[src/rtl/uart_pkg.sv]
// -----------------------------------------------------------------------------
// uart_pkg
// Shared definitions for the UART receive control path.
//   rx_ctrl_state_t : controller state encoding (OFF, IDLE, CAPTURE, HOLD, DRAIN)
//   FRAME_BITS      : bit times per character (start + 8 data + stop)
//   timeout_cnt_w() : width of the idle-timeout tick counter
// -----------------------------------------------------------------------------
package uart_pkg;

  localparam int FRAME_BITS = 10;

  typedef enum logic [2:0] {
    ST_OFF     = 3'd0,
    ST_IDLE    = 3'd1,
    ST_CAPTURE = 3'd2,
    ST_HOLD    = 3'd3,
    ST_DRAIN   = 3'd4
  } rx_ctrl_state_t;

  // The counter must be able to hold the terminal count itself (it saturates there).
  function automatic int timeout_cnt_w(input int chars, input int over_sample);
    return $clog2(chars * FRAME_BITS * over_sample + 1);
  endfunction

endpackage

[src/rtl/uart_rx_timeout.sv]
// -----------------------------------------------------------------------------
// uart_rx_timeout
// Idle-timeout tick counter. Counts oversample ticks while enabled, clears on
// request, and saturates at TIMEOUT_CHARS character times.
// Ports:
//   i_clk, i_rst_n : clock, asynchronous active-low reset
//   i_stick        : oversample tick
//   i_count_en     : count ticks this cycle (controller idle with FIFO data)
//   i_clr          : restart the count (capture, CPU read, FIFO empty)
//   o_hit          : single-cycle pulse on the tick that reaches the limit
// -----------------------------------------------------------------------------
module uart_rx_timeout
  import uart_pkg::*;
#(
  parameter int OVER_SAMPLE   = 16,
  parameter int TIMEOUT_CHARS = 4
) (
  input  logic i_clk,
  input  logic i_rst_n,
  input  logic i_stick,
  input  logic i_count_en,
  input  logic i_clr,
  output logic o_hit
);

  localparam int                 CNT_W   = timeout_cnt_w(TIMEOUT_CHARS, OVER_SAMPLE);
  localparam int                 LIMIT_I = TIMEOUT_CHARS * FRAME_BITS * OVER_SAMPLE;
  localparam logic [CNT_W-1:0]   LIMIT   = CNT_W'(LIMIT_I);
  localparam logic [CNT_W-1:0]   LAST    = CNT_W'(LIMIT_I - 1);

  logic [CNT_W-1:0] cnt_q;
  logic             step;

  assign step  = i_count_en && i_stick && (cnt_q != LIMIT);
  // Pulse only on arrival so a cleared sticky flag is not immediately re-set
  // while the counter sits saturated.
  assign o_hit = !i_clr && step && (cnt_q == LAST);

  always_ff @(posedge i_clk or negedge i_rst_n) begin
    if (!i_rst_n) begin
      cnt_q <= '0;
    end else if (i_clr) begin
      cnt_q <= '0;
    end else if (step) begin
      cnt_q <= cnt_q + 1'b1;
    end
  end

endmodule

[src/rtl/uart_rx_ctrl.sv]
// -----------------------------------------------------------------------------
// uart_rx_ctrl
// Controller between the UART receiver and the RX FIFO / CPU registers.
// Enables the receiver, turns each receiver done level into a single FIFO
// write, flags overrun, and raises threshold and idle-timeout interrupts.
// Optional feature: define UART_RX_TIMEOUT_EN to build the idle-timeout
// interrupt; otherwise o_irq_timeout is tied low.
// Ports:
//   i_clk, i_rst_n      : clock, asynchronous active-low reset
//   i_stick             : oversample tick from the baud generator
//   i_cfg_rx_en         : CPU receive enable
//   i_cfg_thresh        : FIFO level interrupt threshold (0 = disabled)
//   i_irq_clr           : clears sticky overrun / timeout flags
//   i_fifo_rd           : CPU FIFO read pulse
//   i_rx_data, i_rx_done: receiver data and multi-cycle done level
//   i_fifo_full, i_fifo_count : FIFO status
//   o_rx_en             : receiver start-detect enable
//   o_fifo_wr, o_fifo_wdata : FIFO write strobe and data
//   o_overrun, o_irq_thresh, o_irq_timeout, o_irq : interrupt flags
//   o_busy              : controller in CAPTURE, HOLD or DRAIN
// -----------------------------------------------------------------------------
module uart_rx_ctrl
  import uart_pkg::*;
#(
  parameter int SIZE_DATA     = 8,
  parameter int OVER_SAMPLE   = 16,
  parameter int SIZE_FIFO_CNT = 5,
  parameter int TIMEOUT_CHARS = 4
) (
  input  logic                     i_clk,
  input  logic                     i_rst_n,
  input  logic                     i_stick,
  input  logic                     i_cfg_rx_en,
  input  logic [SIZE_FIFO_CNT-1:0] i_cfg_thresh,
  input  logic                     i_irq_clr,
  input  logic                     i_fifo_rd,
  input  logic [SIZE_DATA-1:0]     i_rx_data,
  input  logic                     i_rx_done,
  input  logic                     i_fifo_full,
  input  logic [SIZE_FIFO_CNT-1:0] i_fifo_count,
  output logic                     o_rx_en,
  output logic                     o_fifo_wr,
  output logic [SIZE_DATA-1:0]     o_fifo_wdata,
  output logic                     o_overrun,
  output logic                     o_irq_thresh,
  output logic                     o_irq_timeout,
  output logic                     o_irq,
  output logic                     o_busy
);

  localparam int                   DRAIN_TICKS = FRAME_BITS * OVER_SAMPLE;
  localparam int                   DRAIN_W     = $clog2(DRAIN_TICKS);
  localparam logic [DRAIN_W-1:0]   DRAIN_LAST  = DRAIN_W'(DRAIN_TICKS - 1);

  rx_ctrl_state_t       state_q, state_d;
  logic                 done_q;
  logic                 rise;
  logic                 latch;
  logic                 capture;
  logic                 rx_en_q;
  logic [SIZE_DATA-1:0] wdata_q;
  logic                 overrun_q;
  logic                 thresh_q;
  logic                 timeout;
  logic [DRAIN_W-1:0]   drain_cnt_q;
  logic                 drain_expire;

  assign rise         = i_rx_done && !done_q;
  assign capture      = (state_q == ST_CAPTURE);
  assign drain_expire = i_stick && (drain_cnt_q == DRAIN_LAST);

  // Next-state logic. A rise takes priority over enable changes and drain
  // expiry so that a frame completing at the boundary is never lost.
  always_comb begin
    state_d = state_q;
    latch   = 1'b0;
    unique case (state_q)
      ST_OFF: begin
        if (i_cfg_rx_en) state_d = ST_IDLE;
      end
      ST_IDLE: begin
        if (rise) begin
          latch   = 1'b1;
          state_d = ST_CAPTURE;
        end else if (!i_cfg_rx_en) begin
          state_d = ST_DRAIN;
        end
      end
      ST_CAPTURE: begin
        state_d = ST_HOLD;
      end
      ST_HOLD: begin
        if (!i_rx_done) state_d = i_cfg_rx_en ? ST_IDLE : ST_DRAIN;
      end
      ST_DRAIN: begin
        if (rise) begin
          latch   = 1'b1;
          state_d = ST_CAPTURE;
        end else if (i_cfg_rx_en) begin
          state_d = ST_IDLE;
        end else if (drain_expire) begin
          state_d = ST_OFF;
        end
      end
      default: state_d = ST_OFF;
    endcase
  end

  // Control registers: state, edge detect, receiver enable
  always_ff @(posedge i_clk or negedge i_rst_n) begin
    if (!i_rst_n) begin
      state_q <= ST_OFF;
      done_q  <= 1'b0;
      rx_en_q <= 1'b0;
    end else begin
      state_q <= state_d;
      done_q  <= i_rx_done;
      // Enable follows the destination state; CAPTURE/HOLD keep whatever the
      // entry path had, so a capture during DRAIN does not re-enable the receiver.
      if (state_d == ST_IDLE) begin
        rx_en_q <= 1'b1;
      end else if ((state_d == ST_OFF) || (state_d == ST_DRAIN)) begin
        rx_en_q <= 1'b0;
      end
    end
  end

  // Drain window: restarts every time DRAIN is entered
  always_ff @(posedge i_clk or negedge i_rst_n) begin
    if (!i_rst_n) begin
      drain_cnt_q <= '0;
    end else if (state_q != ST_DRAIN) begin
      drain_cnt_q <= '0;
    end else if (i_stick && (drain_cnt_q != DRAIN_LAST)) begin
      drain_cnt_q <= drain_cnt_q + 1'b1;
    end
  end

  // Captured byte and interrupt flags
  always_ff @(posedge i_clk or negedge i_rst_n) begin
    if (!i_rst_n) begin
      wdata_q   <= '0;
      overrun_q <= 1'b0;
      thresh_q  <= 1'b0;
    end else begin
      if (latch) wdata_q <= i_rx_data;
      // Set wins over a simultaneous clear.
      overrun_q <= (capture && i_fifo_full) || (overrun_q && !i_irq_clr);
      thresh_q  <= (state_q != ST_OFF) && (i_cfg_thresh != '0) &&
                   (i_fifo_count >= i_cfg_thresh);
    end
  end

`ifdef UART_RX_TIMEOUT_EN
  logic timeout_q;
  logic timeout_hit;

  uart_rx_timeout #(
    .OVER_SAMPLE   (OVER_SAMPLE),
    .TIMEOUT_CHARS (TIMEOUT_CHARS)
  ) u_timeout (
    .i_clk      (i_clk),
    .i_rst_n    (i_rst_n),
    .i_stick    (i_stick),
    .i_count_en ((state_q == ST_IDLE) && (i_fifo_count != '0)),
    .i_clr      (capture || i_fifo_rd || (i_fifo_count == '0)),
    .o_hit      (timeout_hit)
  );

  always_ff @(posedge i_clk or negedge i_rst_n) begin
    if (!i_rst_n) begin
      timeout_q <= 1'b0;
    end else begin
      timeout_q <= timeout_hit || (timeout_q && !i_irq_clr && !capture);
    end
  end

  assign timeout = timeout_q;
`else
  logic unused_timeout;
  assign unused_timeout = i_fifo_rd ^ (TIMEOUT_CHARS != 0);
  assign timeout        = 1'b0;
`endif

  assign o_rx_en       = rx_en_q;
  // FIFO full is looked at only in the CAPTURE cycle.
  assign o_fifo_wr     = capture && !i_fifo_full;
  assign o_fifo_wdata  = wdata_q;
  assign o_overrun     = overrun_q;
  assign o_irq_thresh  = thresh_q;
  assign o_irq_timeout = timeout;
  assign o_irq         = overrun_q || thresh_q || timeout;
  assign o_busy        = (state_q == ST_CAPTURE) || (state_q == ST_HOLD) ||
                         (state_q == ST_DRAIN);

endmodule

[config.mk]
export PLATFORM = sky130hd
export DESIGN_NAME = uart_rx_ctrl
export DESIGN_NICKNAME = d
export VERILOG_FILES = /design/src/rtl/uart_pkg.sv /design/src/rtl/uart_rx_timeout.sv /design/src/rtl/uart_rx_ctrl.sv
export SDC_FILE = /design/constraint.sdc
export NUM_CORES = 1
export LEC_CHECK = 0
export BUFFER_PORTS_ARGS = -buffer_cell sky130_fd_sc_hd__buf_2
export CORE_ASPECT_RATIO = 1.25
export CORE_MARGIN = 5
export CORE_UTILIZATION = 45
export DETAILED_ROUTE_END_ITERATION = 12
export HOLD_SLACK_MARGIN = 0.08
export PLACE_DENSITY = 0.75
export SLEW_MARGIN = 10
export SYNTH_ARGS = -nofsm -noshare
export SYNTH_HDL_FRONTEND = slang
export SYNTH_SLANG_ARGS = --single-unit
[constraint.sdc]
create_clock -name i_clk -period 1.46 [get_ports i_clk]
set_input_delay 0.219 -clock i_clk [delete_from_list [all_inputs] [get_ports i_clk]]
set_output_delay 0.219 -clock i_clk [all_outputs]
set_load 0.05 [all_outputs]
==> results of run 1 <==
-- worst max-delay path by stage --
stage	startpoint	endpoint	slack [ns]
global route	state_q[2]$_DFF_PN0_	o_fifo_wr	-0.16
detailed placement	i_cfg_thresh[0]	o_irq_thresh$_DFF_PN0_	-0.08
floorplan	state_q[0]$_DFF_PN0_	o_fifo_wdata[0]$_DFFE_PN0P_	-0.01
global placement	i_cfg_thresh[0]	o_irq_thresh$_DFF_PN0_	-0.04
CTS	state_q[1]$_DFF_PN0_	o_busy	-0.09
finish	state_q[2]$_DFF_PN0_	o_fifo_wr	-0.09
-- Yosys cell counts, types with 2 or more instances --
cell and instances:
inv_1 10, nand2_1 3, o31ai_1 2, o211ai_1 2, dfrtp_1 23, a21oi_1 5
ha_1 6, nand4_1 3, nand2b_1 2, mux2_2 9, xor2_1 7, and2_1 2
o32ai_1 2, nor2b_1 3, buf_6 2, nor3_1 2, nor2_1 8, o2111ai_1 2
-- layout make-up --
type / count / share of cell area
multi-input cells: 76 / 0.386
flip-flops and latches: 23 / 0.331
repair buffers: 58 / 0.220
well taps: 34 / 0.0243
inverters: 10 / 0.0229
clock buffers: 3 / 0.0129
clock inverters: 1 / 0.00286
-- registers in the layout, indices dropped and copies added (netlist names) --
register and count:
drain_cnt_q 8, o_overrun 1, done_q 1, state_q 3, o_irq_thresh 1, o_fifo_wdata 8, o_rx_en 1
-- metrics by stage --
stage | instances | utilization | setup slack, ns | power [mW]
floorplan | 115 | - | -0.00982 | 2.27
global placement | 195 | 0.582 | -0.0448 | 2.65
detailed placement | 195 | 0.582 | -0.0755 | 2.69
finish | 205 | 0.647 | -0.0875 | 3.26
global route | 205 | 0.647 | -0.164 | 3.44
CTS | 205 | 0.627 | -0.0947 | 3.16
-- routing by layer --
metal / vias to the layer above / track usage / routed length [um]
met5: - / 0 / 0
met2: 22 / 0.296 / 1640
met3: 6 / 0.0317 / 106
met4: 0 / 0.0593 / 63
li1: 521 / - / -
met1: 531 / 0.153 / 1020
-- power by group through the flow --
stage          Clock (mW)  Combinational, mW  Sequential, mW
6_report            0.297               2.02           0.947
5_1_grt             0.340               2.13           0.969
4_1_cts             0.311               1.92           0.932
3_5_place_dp            0               1.70           0.994
3_3_place_gp            0               1.67           0.978
2_1_floorplan           0              0.833            1.44
-- what timing repair did --
item                                   CTS  global route
endpoints found under the hold margin   25             0
pin swaps                                0            12
setup endpoints to repair                6            19
buffers inserted                         3             0
gates resized for setup                 14            14
hold buffers                             3             0
-- layout by cell type (no fill, tap or decap), drive strengths merged, types with 3 or more instances in the layout --
| cell type | n |
|---|---|
| xor2 | 7 |
| inv | 10 |
| mux2 | 9 |
| nor2 | 8 |
| dlygate4sd3 | 3 |
| buf | 55 |
| a21oi | 5 |
| dfrtp | 23 |
| ha | 6 |
| nor2b | 3 |
| nand4 | 3 |
| clkbuf | 3 |
| nand2 | 3 |
-- kinds of logic (layout without fill, tap and decap cells) --
group / Yosys count / after routing
AND/OR/NAND/NOR: 30 / 30
flip-flops: 23 / 23
AO/OA/AOI/OAI: 21 / 21
buffers and inverters: 16 / 72
multiplexers: 10 / 10
XOR/XNOR: 8 / 8
adder cells (fa/ha/maj): 6 / 6
other: 1 / 1
==> results.toml, run 1 <==
[hold_path]
timing.hold.worst.class = "in -> reg"
timing.hold.worst_endpoint = "o_fifo_wdata[2]$_DFFE_PN0P_"
worstHoldStart = "i_rx_data[2]"
holdPathStages = 2

[logic_synthesis]
synth-edff-count = 0
netlist_top_cells_area = "dfrtp_1 45%, mux2_2 7.9%, ha_1 5.9%, xor2_1 4.8%, inv_1 2.9%"
sequential_to_total_area_share_from_yosys_stat = 0.451
synth_cell_type_count = 40
post_synth_instance_area_sq_mm = 0.00128
flip_flop_and_latch_count_after_synthesis = 23
synth-warning-count = 0
synth_compound_area_frac = 0.122
synth_largest_type_area_fraction = 0.451
synth.largest_area_cell = "dfrtp_1"
synth_fa_ha_area_frac = 0.0588
syn-mean-instance-area_sq_um = 11.1
synth_nets = 147
multiplexer_share_of_the_synthesized_area = 0.0872
share_of_flip_flops_with_an_asynchronous_set_or_reset_after_synthesis = 1.00
synth_top_family_by_area = "simple AND/OR/NAND/NOR gates"
synth_simple_gate_area_share = 0.138
xor_and_xnor_area_share_after_synthesis = 0.0695
postSynthCellCount = 115
ys_dominant_reg_cell = "dfrtp_1"

[sta]
period_needed_ns = 1.55
fin_crit_sh = 1.06
unrepaired_setup_endpoints_after_global_routing = "true"
maximum_frequency_from_static_timing_analysis_ghz = 0.646
setup_ws_ns = -0.0875
setup_skew_ns = 0.00334
fin_tns_setup_ns = -0.534
holdWs_ns = 0.130
slew_violations = 0
worst_pin_slew_ns = 0.521
setup_viol_count_final = 12
final_hold_viol_count = 0
slew_headroom = 0.653

[power]
pwr-share-comb = 0.619
power.switching_mw = 1.53
p_sw_frac = 0.470
internal_power_mw = 1.73
cellLeakagePower_nw = 0.845
p_seq_frac = 0.290
power_density_cells_mw_per_mm2 = 1860
ir_worst_vdd_uv = 1110
clkPwrFrac = 0.091

[route]
vias = 1080
pre_repair_dr_iteration_count = 4
postRouteAntennaNets = 0
drt-initial-drc-count = 10
avgViaCountPerCell = 5.27
detail_route.drc_violations = 0
route.final.wire_length_um = 2830
detail_route.wl_per_cell_um = 13.8

[setup_path]
startpoint_type = "flip-flop"
path_delay_family = "flip-flops"
crit_path_top_delay_cell = "dfrtp_2"
critPathBufInv = 2
path_class = "reg -> out"
cp_data_arrival_time_ns = 1.33
cp_max_fo = 4
path_depth = 4
cp.required_ns = 1.24
crit_path_cell_trace = "buf_6 -> nand2b_4 -> nor3_4 -> buf_6"
rr_worst_depth = 6
timing.rr.start = "state_q[1]$_DFF_PN0_"
worst_r2r_endpoint = "o_rx_en$_DFFE_PN0P_"
worst_path_most_repeated_cell = "buf_6"
setup_crit_end_kind = "output port"
ff2ff_setup_slack_ns = -0.06
critPathMaxStageDelay_ns = 0.46

[placed_design]
routability_driven_placement_congestion_ratio = 0.764
place.port_buffers = 38
place.detailed.hpwl_um = 2150
placement.cell_area_sq_mm = 0.00157

[run_status]
outcome = "finished, violations left"
failed_checks = "setup timing"

[clock_tree]
tritoncts = "yes"
cts.root.buffer_cell = "clkbuf_4"
clock_slew_at_the_register_clock_pins_of_the_worst_setup_and_hold_paths_ns = 0.13
clk_latency_ns = 0.31
cts.sink_count = 23
cts.path.max_buffers = 2
cts-buffers-inserted = 3
cts_max_level = 1

[global_routing]
pin_count_of_the_biggest_net_entering_global_routing = 24
initial_antenna_violation_count = 0
global_route_wire_length_before_repair_um = 4930
overflow = 0
global_route.usage.total = 0.154
grt_pass1_vias = 1179

[layout]
fill_cells = 203
area.sequential_sq_um = 579
num-nets-final = 204
finish.instance_area_sq_mm = 0.00175
antenna_diodes = 0
post_route_cells_drive_above_1_share = 0.509
areaGrowthSynthToFinish_pct = 37.0
multi_input_area_sq_um = 676

[die]
floorplan.rows = 21
die_w_um = 57.7
initial_utilization = 0.472
die_area_sq_mm = 0.00401
core_area_sq_mm = 0.00271
die_h_um = 69.6
ios = 41

[flow_run]
timing.max_cap.violations = 0
(Power assumes the default switching activity.)
==> run 2, diff against run 1 <==
--- a/config.mk
+++ b/config.mk
@@ -16,3 +16,4 @@
 export SYNTH_ARGS = -nofsm -noshare
 export SYNTH_HDL_FRONTEND = slang
 export SYNTH_SLANG_ARGS = --single-unit
+export TNS_END_PERCENT = 1
==> run 2 against run 1 <==
Compared with the run above: the flow still finishes with violations (setup timing); non-clock buffer count did not move; final area shrank 2.1%; wire length increased by 0.21%; clock power is essentially flat; register-to-register slack worse by 0.02 ns; critical path type unchanged.
==> results.toml, run 2 (same netlist as run 1, synthesis figures left out) <==
[run_status]
outcome = "finished, violations left"
failed_checks = "setup timing"

[layout]
post_route_cells_drive_above_1_share = 0.497
finish.utilization = 0.633
finish.instance_area_sq_mm = 0.00171
num-nets-final = 204
areaGrowthSynthToFinish_pct = 34.1
antenna_diodes = 0
final_cells = 205
layout.cells.most_common_list = "36 x buf_2, 20 x dfrtp_1, 14 x buf_4"
most_common_cell_after_layout_fill_and_taps_aside = "buf_2"

[sta]
setup_ws_ns = -0.105
period_needed_ns = 1.57
unrepaired_setup_endpoints_after_global_routing = "true"
final_hold_viol_count = 0
slew_violations = 0
slew_headroom = 0.662
fin_crit_sh = 1.07
holdWs_ns = 0.133
worst_pin_slew_ns = 0.507
maximum_frequency_from_static_timing_analysis_ghz = 0.639
fin_tns_setup_ns = -0.624
setup_skew_ns = 0.00137
setup_viol_count_final = 11

[setup_path]
startpoint_type = "flip-flop"
rr_worst_depth = 4
cp_max_fo = 5
cp_data_arrival_time_ns = 1.35
setup_crit_end_kind = "output port"
path_class = "reg -> out"
cp.required_ns = 1.24

[clock_tree]
cts_max_level = 1
clock_slew_at_the_register_clock_pins_of_the_worst_setup_and_hold_paths_ns = 0.13
tritoncts = "yes"
cts-buffers-inserted = 3
cts.root.buffer_cell = "clkbuf_4"
clk_latency_ns = 0.30
cts.sink_count = 23
cts.path.max_buffers = 2

[die]
die_area_sq_mm = 0.00401
die_w_um = 57.7
ios = 41
floorplan.rows = 21
die_h_um = 69.6
initial_utilization = 0.472
core_area_sq_mm = 0.00271

[route]
postRouteAntennaNets = 0
route.final.wire_length_um = 2840
detail_route.drc_violations = 0
drt-initial-drc-count = 25
vias = 1065
avgViaCountPerCell = 5.20
pre_repair_dr_iteration_count = 4
detail_route.wl_per_cell_um = 13.8

[placed_design]
dp_worst_setup_slack_ns = -0.0866
numPlacedInstances = 195
place.detailed.hpwl_um = 2140
place.port_buffers = 38
routability_driven_placement_congestion_ratio = 0.748
placement.cell_area_sq_mm = 0.00157

[power]
cellLeakagePower_nw = 0.840
ir_worst_vdd_uv = 1030
internal_power_mw = 1.67
pwr-share-comb = 0.610
totalPowerFinal_mw = 3.17
power.switching_mw = 1.51
power_density_cells_mw_per_mm2 = 1850
p_seq_frac = 0.297
clkPwrFrac = 0.093
p_sw_frac = 0.475

[hold_path]
holdPathStages = 2
timing.hold.worst.class = "in -> reg"

[global_routing]
overflow = 0
initial_antenna_violation_count = 0
global_route.usage.total = 0.146
global_route_wire_length_before_repair_um = 4680
pin_count_of_the_biggest_net_entering_global_routing = 24
grt_pass1_vias = 1085

[flow_run]
timing.max_cap.violations = 0
## run 2: cell counts in the layout (fill, tap and decap cells not counted)
No cell type changed its count.
## run 2: final timing paths
| kind | start | end | slack [ns] |
|---|---|---|---|
| max in group asynchronous | i_rst_n | state_q[0]$_DFF_PN0_ | 0.70 |
| max | state_q[2]$_DFF_PN0_ | o_busy | -0.11 |
| max reg2reg | state_q[2]$_DFF_PN0_ | o_rx_en$_DFFE_PN0P_ | -0.08 |
| min reg2reg | o_fifo_wdata[5]$_DFFE_PN0P_ | o_fifo_wdata[5]$_DFFE_PN0P_ | 0.52 |
| min in group asynchronous | i_rst_n | drain_cnt_q[2]$_DFFE_PN0P_ | 0.40 |
| min | i_rx_data[6] | o_fifo_wdata[6]$_DFFE_PN0P_ | 0.13 |
## run 2: timing repair
item                                    4_1_cts  5_1_grt
endpoints found under the hold margin        25        0
endpoints found under the setup margin        7       19
pin swaps                                     0        2
resized for setup                            12        6
setup buffers                                 3        0
hold buffers                                  3        0
## run 2: area by class of cell
| cell class | instances | area (sq um) |
|---|---|---|
| clock buffers | 3 | 22.5 |
| clock inverters | 1 | 5.00 |
| fillers | 217 | 993 |
| inverters | 10 | 37.5 |
| multi-input cells | 76 | 654 |
| flip-flops and latches | 23 | 579 |
| well taps | 34 | 42.5 |
| repair buffers | 58 | 372 |
## run 2: metal layers
layer,routed length (um),GRT usage
met1,1070,0.156
met2,1620,0.273
met3,105,0.0279
met4,49,0.0541
met5,0,0
## run 2: worst max-delay path, stage by stage, from the launching register on
cell and delay (ns):
dfrtp_2 0.47, nor2b_2 0.18, buf_4 0.13, nand2_2 0.07, nand2_2 0.05, buf_6 0.14
## run 2: power groups by stage
stage | combinational, mW | sequential [mW] | clock (mW)
floorplan | 0.833 | 1.44 | 0
global placement | 1.66 | 0.989 | 0
detailed placement | 1.69 | 0.996 | 0
CTS | 1.91 | 0.925 | 0.309
global route | 2.04 | 0.967 | 0.333
finish | 1.93 | 0.942 | 0.294
